**src/rtl/mul_seq_if.sv**
```systemverilog
// Request/response bundle between the execute stage and the sequential multiplier.
interface mul_seq_if #(
    parameter int unsigned DATA_W = 32
);
    logic              start_i;
    logic [3:0]        ALUCtrl_i;
    logic [DATA_W-1:0] src1_i;
    logic [DATA_W-1:0] src2_i;
    logic              stall_o;
    logic              busy_o;
    logic              done_o;
    logic [DATA_W-1:0] result_o;

    modport master (
        output start_i, ALUCtrl_i, src1_i, src2_i,
        input  stall_o, busy_o, done_o, result_o
    );

    modport slave (
        input  start_i, ALUCtrl_i, src1_i, src2_i,
        output stall_o, busy_o, done_o, result_o
    );
endinterface

```
**src/rtl/mul_seq_ctrl.sv**
```systemverilog
// Shift-and-add multiplier controller: one multiplier bit per cycle, low-half
// result, stalls the front of the pipeline while the multiply is in flight.
module mul_seq_ctrl #(
    parameter int unsigned DATA_W = 32
) (
    input  logic      clk_i,
    input  logic      rst_i,
    mul_seq_if.slave  bus
);
    localparam int unsigned CNT_W  = $clog2(DATA_W);
    localparam logic [3:0]  MUL_OP = 4'd3;

    typedef enum logic [1:0] {
        IDLE = 2'd0,
        RUN  = 2'd1,
        DONE = 2'd2
    } state_t;

    state_t            state;
    state_t            state_nxt;
    logic [DATA_W-1:0] mcand;
    logic [DATA_W-1:0] mplier;
    logic [DATA_W-1:0] acc;
    logic [DATA_W-1:0] acc_sum;
    logic [DATA_W-1:0] result;
    logic [CNT_W-1:0]  cnt;
    logic              accept;
    logic              last;
    logic              stall;

    assign accept  = (state == IDLE) && bus.start_i && (bus.ALUCtrl_i == MUL_OP);
    assign last    = (cnt == CNT_W'(DATA_W - 1));
    assign acc_sum = mplier[0] ? (acc + mcand) : acc;

    // State register
    always_ff @(posedge clk_i) begin
        if (rst_i) begin
            state <= IDLE;
        end else begin
            state <= state_nxt;
        end
    end

    // Next state and the combinational stall request
    always_comb begin
        state_nxt = state;
        stall     = 1'b0;
        case (state)
            IDLE: begin
                if (accept) begin
                    state_nxt = RUN;
                    stall     = 1'b1;
                end
            end
            RUN: begin
                stall = 1'b1;
                if (last) begin
                    state_nxt = DONE;
                end
            end
            DONE: begin
                state_nxt = IDLE;
            end
            default: begin
                state_nxt = IDLE;
            end
        endcase
        if (rst_i) begin
            stall = 1'b0;
        end
    end

    // Operand shifting, accumulation and result capture
    always_ff @(posedge clk_i) begin
        if (rst_i) begin
            mcand  <= '0;
            mplier <= '0;
            acc    <= '0;
            cnt    <= '0;
            result <= '0;
        end else begin
            case (state)
                IDLE: begin
                    if (accept) begin
                        mcand  <= bus.src1_i;
                        mplier <= bus.src2_i;
                        acc    <= '0;
                        cnt    <= '0;
                    end
                end
                RUN: begin
                    acc    <= acc_sum;
                    mcand  <= mcand << 1;
                    mplier <= mplier >> 1;
                    cnt    <= cnt + CNT_W'(1);
                    if (last) begin
                        result <= acc_sum;
                    end
                end
                default: begin
                end
            endcase
        end
    end

    assign bus.stall_o  = stall;
    assign bus.busy_o   = (state != IDLE);
    assign bus.done_o   = (state == DONE);
    assign bus.result_o = result;
endmodule

```
**src/flat_wrapper.sv**
```systemverilog
// flat-port wrapper written by rule: the top's interface ports become plain ports
module mul_seq_ctrl_flat 
#(
    parameter int unsigned DATA_W = 32
)
  (clk_i, rst_i, bus_start_i, bus_ALUCtrl_i, bus_src1_i, bus_src2_i, bus_stall_o, bus_busy_o, bus_done_o, bus_result_o);
  mul_seq_if #(.DATA_W(DATA_W)) bus_i ();
  input  logic clk_i;
  input  logic rst_i;
  input wire logic [$bits(bus_i.start_i)-1:0] bus_start_i;
  input wire logic [$bits(bus_i.ALUCtrl_i)-1:0] bus_ALUCtrl_i;
  input wire logic [$bits(bus_i.src1_i)-1:0] bus_src1_i;
  input wire logic [$bits(bus_i.src2_i)-1:0] bus_src2_i;
  output wire logic [$bits(bus_i.stall_o)-1:0] bus_stall_o;
  output wire logic [$bits(bus_i.busy_o)-1:0] bus_busy_o;
  output wire logic [$bits(bus_i.done_o)-1:0] bus_done_o;
  output wire logic [$bits(bus_i.result_o)-1:0] bus_result_o;
  assign bus_i.start_i = bus_start_i;
  assign bus_i.ALUCtrl_i = bus_ALUCtrl_i;
  assign bus_i.src1_i = bus_src1_i;
  assign bus_i.src2_i = bus_src2_i;
  assign bus_stall_o = bus_i.stall_o;
  assign bus_busy_o = bus_i.busy_o;
  assign bus_done_o = bus_i.done_o;
  assign bus_result_o = bus_i.result_o;
  mul_seq_ctrl #(.DATA_W(DATA_W)) u_core (.clk_i(clk_i), .rst_i(rst_i), .bus(bus_i));
endmodule
```
**config.mk**
```make
export PLATFORM = sky130hd
export DESIGN_NAME = mul_seq_ctrl_flat
export DESIGN_NICKNAME = d
export VERILOG_FILES = /design/src/rtl/mul_seq_if.sv /design/src/rtl/mul_seq_ctrl.sv /design/src/flat_wrapper.sv
export SDC_FILE = /design/constraint.sdc
export NUM_CORES = 1
export LEC_CHECK = 0
export BUFFER_PORTS_ARGS = -buffer_cell sky130_fd_sc_hd__buf_2
export CAP_MARGIN = 5
export CORE_ASPECT_RATIO = 1.5
export CORE_MARGIN = 2
export CORE_UTILIZATION = 55
export DETAILED_ROUTE_END_ITERATION = 8
export PLACE_DENSITY = 0.76
export SYNTH_ARGS = -nofsm -noshare
export SYNTH_HDL_FRONTEND = slang
export SYNTH_SLANG_ARGS = --single-unit
```
**constraint.sdc**
```tcl
create_clock -name clk_i -period 6.09 [get_ports clk_i]
set_clock_uncertainty 0.2 [all_clocks]
set_input_delay 0.609 -clock clk_i [delete_from_list [all_inputs] [get_ports clk_i]]
set_output_delay 0.609 -clock clk_i [all_outputs]
set_load 0.02 [all_outputs]
```
# [Word level (Yosys, flattened, before mapping)]
# Cells that the tools add are included.
[totals] ff_bits=135 input_bits=71 elab_cells=37
[classes] add_sub_neg=2 eq_ne=6 muxes=15 reduce_logical=8
[ops] op="32-bit one-hot mux with 2 select lines" count=3
[ops] op="32-bit two-way mux" count=4
[ops] op="32-bit adder" count=1
[ops] op="5-bit one-hot mux with 2 select lines" count=1
[ops] op="2-bit AND reduction" count=3
[ops] op="5-bit by 1-bit adder with 5-bit output (second input constant)" count=1
[ops] op="5-bit equality test (second input constant)" count=1
[ops] op="5-bit two-way mux" count=1
[ops] op="4-bit by 2-bit equality test with 1-bit output (second input constant)" count=1
[ops] op="2-bit two-way mux" count=2
[ops] op="2-bit by 1-bit != test with 1-bit output (second input constant)" count=2
[ops] op="2-bit one-hot mux with 2 select lines" count=1
[ops] op="2-bit nonzero test" count=2
[ops] op="2-bit by 1-bit equality test with 1-bit output (second input constant)" count=1
[ops] op="2-bit equality test (second input constant)" count=1
[ops] op="1-bit logical AND" count=2
[ops] op="2-bit zero test" count=1
[ops] op="1-bit two-way mux" count=2
[ops] op="1-bit one-hot mux with 2 select lines" count=1

# [Longest topological paths before layout]
# Gate-level depths: netlist of the first run.
[depth] word_depth=6 mapped_depth=10 depth_no_buf=10

# [Least setup slack after synthesis of the first run]
# Ideal clock, no wire load.
[synth_timing] path_type="register to output" startpoint="register u_core.state[1]" endpoint="output port bus_stall_o" arrival_time_ns=1.888 t_required_ns=5.281 setup_slack_ns=3.393 stages_incl_launch_ff=7 path_buffers=1 path_cell_list="dfxtp_1 -> or2_2 -> nor3_1 -> and4_1 -> clkbuf_1 -> nor2_1 -> nor3_1"
[synth_via] elab_chain_cells=6 word_cells_on_any_way=7 cone_classes="eq/ne (1); mux (3); reduce/logical (3)"
[synth_lines] element="from (decl)" line_no="mul_seq_ctrl.sv:19" text="state_t state;"
[synth_lines] element="from (signal assigned)" line_no="mul_seq_ctrl.sv:40" text="state <= state_nxt;"
[synth_lines] element="2-bit zero test" line_no="mul_seq_ctrl.sv:31, mul_seq_ctrl.sv:48"
[synth_lines] element="1-bit logical AND (2 in series)" line_no="mul_seq_ctrl.sv:31" text="assign accept = (state == IDLE) && bus.start_i && (bus.ALUCtrl_i == MUL_OP);"
[synth_lines] element="1-bit two-way mux" line_no="mul_seq_ctrl.sv:50" text="if (accept) begin"
[synth_lines] element="1-bit one-hot mux with 2 select lines (*)" line_no="mul_seq_ctrl.sv:48" text="case (state)"
[synth_lines] element="1-bit two-way mux (*)" line_no="mul_seq_ctrl.sv:68" text="if (rst_i) begin"
[synth_lines] element="to (decl)" line_no="flat_wrapper.sv:14" text="output wire logic [$bits(bus_i.stall_o)-1:0] bus_stall_o;"
# Mark *: on every way between the ends. The rest lies on a longest branch, timed or not.

# [Final worst setup path of the first run]
# Ends and elaborated chain as after synthesis.

==> results of run 1 <==
[cells by family (layout without fill, tap and decap cells)]
logic type	after synthesis	count (layout)	share of synthesized area (%)
multiplexers	20	20	2.76
AO/OA/AOI/OAI	268	268	24.7
AND/OR/NAND/NOR	414	414	23.5
flip-flops	135	135	35.9
adder cells (fa/ha/maj)	34	34	5.75
buffers and inverters	84	151	4.32
XOR/XNOR	26	26	3.02
[power groups by stage]
stage	sequential [mW]	combinational (mW)	clock (mW)
after detailed placement	0.931	0.115	0
final	0.912	0.116	1.00
after CTS	0.912	0.116	1.01
after floorplan	0.926	0.0757	0
after global routing	0.914	0.129	1.05
after global placement	0.931	0.114	0
[final cells by class]
class	instances	share of cell area, %
tap	162	2.35
sequential	135	31.4
clock buffer	19	5.14
multi-input combinational	762	52.4
inverter	6	0.262
timing repair buffer	114	6.92
clock inverter	12	1.51
[per-layer routing]
| layer | global-route usage (%) | vias up | wire length, µm | part of all wire, % |
|---|---|---|---|---|
| li1 | - | 3639 | - | - |
| met1 | 33.2 | 3483 | 8290 | 41 |
| met2 | 48.0 | 210 | 10300 | 51 |
| met3 | 4.19 | 40 | 909 | 4.5 |
| met4 | 14.9 | 0 | 837 | 4.1 |
| met5 | 0 | - | 0 | 0 |
[worst max-delay path by stage]
stage | cells after the start | end | start
3_3_place_gp | 7 | bus_stall_o | bus_ALUCtrl_i[3]
3_5_place_dp | 7 | bus_stall_o | bus_ALUCtrl_i[3]
4_1_cts | 7 | bus_stall_o | u_core.state[1]
2_1_floorplan | 6 | bus_stall_o | u_core.state[1]
6_report | 7 | bus_stall_o | u_core.state[1]
5_1_grt | 7 | bus_stall_o | u_core.state[1]
[critical path: cells and delay by family (launching register included)]
kind	cells	cell delay (ps)
simple gates	5	1150
buf+inv	2	770
flops	1	330
[synthesized netlist by cell type (6+ instances only)]
cell / number
nand2b_1: 6
xnor2_1: 16
xor2_1: 10
nor3_1: 11
a31oi_1: 13
nand2_1: 195
clkbuf_1: 62
dfxtp_1: 135
o21bai_1: 6
a211oi_1: 8
mux2i_1: 14
mux2_2: 6
o22ai_1: 6
nand3_1: 39
buf_2: 8
a311oi_1: 64
buf_1: 8
nor2_1: 118
nor2b_1: 7
a21oi_1: 81
a21o_1: 16
o21ai_0: 32
ha_1: 33
or3_1: 6
nand4_1: 9
[registers in the layout (all words and copies together), names as in the netlist]
name,cells
u_core.bus.result_o,32
u_core.mcand,32
u_core.state,2
u_core.cnt,5
u_core.acc,32
u_core.mplier,32
==> impl_metrics.env, run 1 <==
export IMPL_timing_final_ws_setup_ps=2610
export IMPL_worst_setup_path_start_kind="flip-flop"
export IMPL_grt_pass1_vias=6919
export IMPL_drc=0
export IMPL_p_per_area_nw_per_um2=236
export IMPL_whs_endpoint="u_core.mplier[17]"
export IMPL_cts_made_buffers=17
export IMPL_rsz0062_at_grt="false"
export IMPL_cpPeakStageDelay_ps=580
export IMPL_path_class="flip-flop to output pin"
export IMPL_cts_sinks=135
export IMPL_crit_chain="or2_2 > nor3_1 > and4_2 > buf_4 > nor2_1 > nor3_1 > buf_2"
export IMPL_slew_headroom_pct=36.1
export IMPL_cts_resized=0
export IMPL_register_area_um2=2700
export IMPL_crit_fanout=73
export IMPL_placed_area_um2=8040
export IMPL_ys_flop_type="dfxtp_1"
export IMPL_post_cts_buffers=0
export IMPL_async_flop_share_pct=0
export IMPL_clockBufferDepth=2
export IMPL_r2r_end="u_core.acc[29]"
export IMPL_drv_slew=0
export IMPL_maxCapViolations=0
export IMPL_yosys_top_cells_area="dfxtp_1 36%, nand2_1 9.7%, a311oi_1 7.4%"
export IMPL_cp_common_cell="nor3_1"
export IMPL_clkTransAtPathRegs_ps=60
export IMPL_p_sw_share_pct=23.4
export IMPL_critPathSlowestCell="buf_4"
export IMPL_fillers=1233
export IMPL_whs_ps=242
export IMPL_wl_um=20400
export IMPL_first_pass_iters=5
export IMPL_pwr_share_clk_pct=49.3
export IMPL_leakagePower_nw=3.54
export IMPL_yosysWarningCount=0
export IMPL_multi_input_area_um2=4510
export IMPL_status="finished clean"
export IMPL_yosysSeqAreaShare_pct=35.9
export IMPL_cts_hold_buffers=0
export IMPL_row_count=52
export IMPL_design_core_area_um2=13500
export IMPL_setup_viol=0
export IMPL_final_core_util_pct=63.9
export IMPL_viasPerCell=6.09
export IMPL_synthToLayoutAreaGrowth_pct=14.3
export IMPL_max_freq_ghz=0.287
export IMPL_die_h_um=147
export IMPL_switchingPower_mw=0.476
export IMPL_required_ps=5280
export IMPL_finalPower_mw=2.03
export IMPL_drt_iter0_drc=443
export IMPL_die_area_um2=14700
export IMPL_synth_edff_count=0
export IMPL_routedWlPerCell_um=16.8
export IMPL_clock_latency_ps=420
export IMPL_diodes=0
export IMPL_hold_violations=0
export IMPL_fin_area_um2=8610
export IMPL_ff2ff_setup_slack_ps=3120
export IMPL_place_hpwl_um=13500
export IMPL_arrival_ps=2680
export IMPL_netlist_instances=981
export IMPL_tns_ps=0
export IMPL_htree_levels=4
export IMPL_nets=1141
export IMPL_place_congestion=0.902
export IMPL_yosysUniqueCellTypes=63
export IMPL_timing_final_crit_share_pct=57.2
export IMPL_yosysTopAreaCellShare_pct=35.9
export IMPL_syn_area_per_cell_um2=7.68
export IMPL_layout_common_cells="195 x nand2_1, 135 x dfxtp_1, 118 x nor2_1"
export IMPL_syn_nets=1086
export IMPL_portBuffers=105
export IMPL_final_cell_count_no_fill=1210
export IMPL_placed_cells=1179
export IMPL_synth_largest_area_cell="dfxtp_1"
export IMPL_end_kind="output pin"
export IMPL_overflow=0
export IMPL_die_x_um=99.6
export IMPL_antenna_found_initial=0
export IMPL_drive_gt1_share_pct=16.0
export IMPL_peakVddDrop_mv=0.158
export IMPL_tightest_slew_ps=959
export IMPL_r2r_start="u_core.mplier[0]"
export IMPL_via_count=7372
export IMPL_grt_max_degree=94
export IMPL_ys_ff_latch=135
export IMPL_p_seq_share_pct=45.0
export IMPL_cellInternalPower_mw=1.55
export IMPL_cts_tree="done"
export IMPL_comb_power_share_pct=5.7
export IMPL_cts_root_buf="clkbuf_16"
export IMPL_grt_usage_pct=27.9
export IMPL_synth_area_um2=7530
export IMPL_dp_slack_ps=2910
export IMPL_rr_worst_depth=5
export IMPL_grt_pass1_wl_um=33100
export IMPL_hold_path_class="primary input to flip-flop"
export IMPL_min_period_ps=3480
export IMPL_antenna_left=0
export IMPL_hold_start="bus_src2_i[17]"
export IMPL_min_path_cells=3
export IMPL_initial_core_util_pct=55.9
export IMPL_ioPinCount=106
export IMPL_layout_commonest_cell="nand2_1"
No activity file was read; power rests on OpenSTA's default activity.
==> inputs of run 2 (changes only) <==
--- a/config.mk
+++ b/config.mk
@@ -5,11 +5,12 @@
 export SDC_FILE = /design/constraint.sdc
 export NUM_CORES = 1
 export LEC_CHECK = 0
+export ABC_AREA = 1
 export BUFFER_PORTS_ARGS = -buffer_cell sky130_fd_sc_hd__buf_2
 export CAP_MARGIN = 5
 export CORE_ASPECT_RATIO = 1.5
 export CORE_MARGIN = 2
-export CORE_UTILIZATION = 55
+export CORE_UTILIZATION = 53
 export DETAILED_ROUTE_END_ITERATION = 8
 export PLACE_DENSITY = 0.76
 export SYNTH_ARGS = -nofsm -noshare
==> constraint.sdc (replaced) <==
create_clock -name clk_i -period 3.1 [get_ports clk_i]
set_clock_uncertainty 0.2 [all_clocks]
set_input_delay 0.31 -clock clk_i [delete_from_list [all_inputs] [get_ports clk_i]]
set_output_delay 0.31 -clock clk_i [all_outputs]
set_load 0.02 [all_outputs]
==> run 2 against run 1 <==
Die area is 11% higher. Global-route usage is 0.76 points higher. Largest cell class unchanged. Total power is 100% higher. Combinational power grew to 3.0 times the previous value. Non-clock buffer count is 65 higher. Sequential share of layout area is 4.2 points lower. Critical path depth stayed put. Worst hold slack worse by 170 ps. Critical path type unchanged. Via count is 15% higher.
==> impl_metrics.env, run 2 <==
export IMPL_cts_resized=0
export IMPL_place_congestion=0.968
export IMPL_ff2ff_setup_slack_ps=710
export IMPL_cts_hold_buffers=63
export IMPL_netlist_instances=1273
export IMPL_setup_viol=0
export IMPL_clkTransAtPathRegs_ps=60
export IMPL_ys_flop_type="dfxtp_1"
export IMPL_htree_levels=4
export IMPL_synth_area_um2=8110
export IMPL_synthToLayoutAreaGrowth_pct=22.5
export IMPL_portBuffers=105
export IMPL_routedWlPerCell_um=14.2
export IMPL_yosysMostFrequentCell="nand2_1"
export IMPL_grt_pass1_vias=8115
export IMPL_worst_setup_path_start_kind="flip-flop"
export IMPL_max_freq_ghz=0.412
export IMPL_layout_commonest_cell="nand2_1"
export IMPL_first_pass_iters=7
export IMPL_synth_edff_count=0
export IMPL_syn_area_per_cell_um2=6.37
export IMPL_antenna_left=0
export IMPL_die_area_um2=16300
export IMPL_yosys_top_cells_area="dfxtp_1 33%, nand2_1 22%, inv_1 7.2%"
export IMPL_viasPerCell=5.23
export IMPL_yosysSeqAreaShare_pct=33.3
export IMPL_fin_area_um2=9940
export IMPL_final_core_util_pct=66.2
export IMPL_cts_sinks=135
export IMPL_placed_area_um2=8750
export IMPL_row_count=55
export IMPL_drt_iter0_drc=532
export IMPL_cts_made_buffers=17
export IMPL_place_hpwl_um=15300
export IMPL_wl_um=23000
export IMPL_arrival_ps=1920
export IMPL_clock_latency_ps=420
export IMPL_leakagePower_nw=4.98
export IMPL_timing_final_crit_share_pct=78.2
export IMPL_post_cts_buffers=0
export IMPL_async_flop_share_pct=0
export IMPL_p_per_area_nw_per_um2=413
export IMPL_drv_slew=0
export IMPL_initial_core_util_pct=54.1
export IMPL_multi_input_area_um2=4550
export IMPL_slew_headroom_pct=46.8
export IMPL_overflow=0
export IMPL_hold_violations=0
export IMPL_grt_max_degree=97
export IMPL_synth_largest_area_cell="dfxtp_1"
export IMPL_crit_fanout=37
export IMPL_timing_final_ws_setup_ps=675
export IMPL_diodes=0
export IMPL_maxCapViolations=0
export IMPL_syn_nets=1378
export IMPL_drc=0
export IMPL_hold_path_class="primary input to flip-flop"
export IMPL_design_core_area_um2=15000
export IMPL_cts_tree="done"
export IMPL_nets=1516
export IMPL_register_area_um2=2700
export IMPL_tightest_slew_ps=798
export IMPL_synth_common_cells="474 x nand2_1, 156 x inv_1, 135 x dfxtp_1"
export IMPL_layout_common_cells="474 x nand2_1, 155 x inv_1, 135 x dfxtp_1"
export IMPL_yosysTopAreaCellShare_pct=33.3
export IMPL_drive_gt1_share_pct=13.7
export IMPL_yosysUniqueCellTypes=32
export IMPL_end_kind="output pin"
export IMPL_grt_pass1_wl_um=38100
export IMPL_die_x_um=105
export IMPL_grt_usage_pct=28.7
export IMPL_dp_slack_ps=728
export IMPL_ys_ff_latch=135
export IMPL_path_class="flip-flop to output pin"
export IMPL_finalPower_mw=4.11
export IMPL_ioPinCount=106
export IMPL_peakVddDrop_mv=0.334
export IMPL_rsz0062_at_grt="false"
export IMPL_cts_root_buf="clkbuf_16"
export IMPL_required_ps=2590
export IMPL_yosysWarningCount=0
export IMPL_fillers=1390
export IMPL_antenna_found_initial=0
export IMPL_status="finished clean"
export IMPL_die_h_um=156
export IMPL_tns_ps=0
export IMPL_via_count=8487
export IMPL_clockBufferDepth=2
export IMPL_min_period_ps=2430
-- run 2: layer usage --
| layer | GRT usage, % | vias up | routed length (µm) |
|---|---|---|---|
| met3 | 6.16 | 37 | 1270 |
| met1 | 34.8 | 3865 | 9840 |
| met4 | 8.19 | 0 | 409 |
| met2 | 50.9 | 242 | 11500 |
| li1 | - | 4343 | - |
| met5 | 0 | - | 0 |
-- run 2: final timing paths --
| check | from | cells after the start | to |
|---|---|---|---|
| max | u_core.state[1] | 7 | bus_stall_o |
| min | bus_start_i | 5 | u_core.mcand[0] |
| max reg2reg | u_core.acc[0] | 12 | u_core.bus.result_o[12] |
| min reg2reg | u_core.cnt[3] | 2 | u_core.cnt[3] |
-- run 2: kinds of logic after synthesis --
kind of cell	Yosys count	share of synthesized area, %
DFF	135	33.3
AOI/OAI and AO/OA	248	17.4
xor gates and xnor gates	15	1.62
buffers and inverters	220	10.8
adders and majority gates	34	5.34
and+or+nand+nor	621	31.5
-- run 2: cell type report --
class | count | share of cell area, %
Clock buffer | 21 | 4.63
Clock inverter | 10 | 0.982
Inverter | 160 | 6.04
Multi-Input combinational cell | 918 | 45.8
Sequential cell | 135 | 27.2
Tap cell | 199 | 2.51
Timing Repair Buffer | 179 | 12.8
-- run 2: stage by stage --
stage	cells	hold slack, ps
after floorplan	1273	206
after global placement	1528	249
after detailed placement	1528	259
after CTS	1622	56.9
after global routing	1622	110
final	1622	76.2
-- run 2: worst max-delay path: stages, from the launching register on --
cell and delay, ps:
dfxtp_1 330, inv_1 70, nand2_1 70, nor3_2 300
nor2_2 70, buf_4 280, nor2_1 160, buf_2 180
-- run 2: where the power goes --
part / internal (mW) / switching [mW] / leakage, nW
clock: 1.15 / 0.803 / 0.278
sequential: 1.77 / 0.0294 / 1.09
combinational: 0.165 / 0.187 / 3.61
total: 3.09 / 1.02 / 4.98
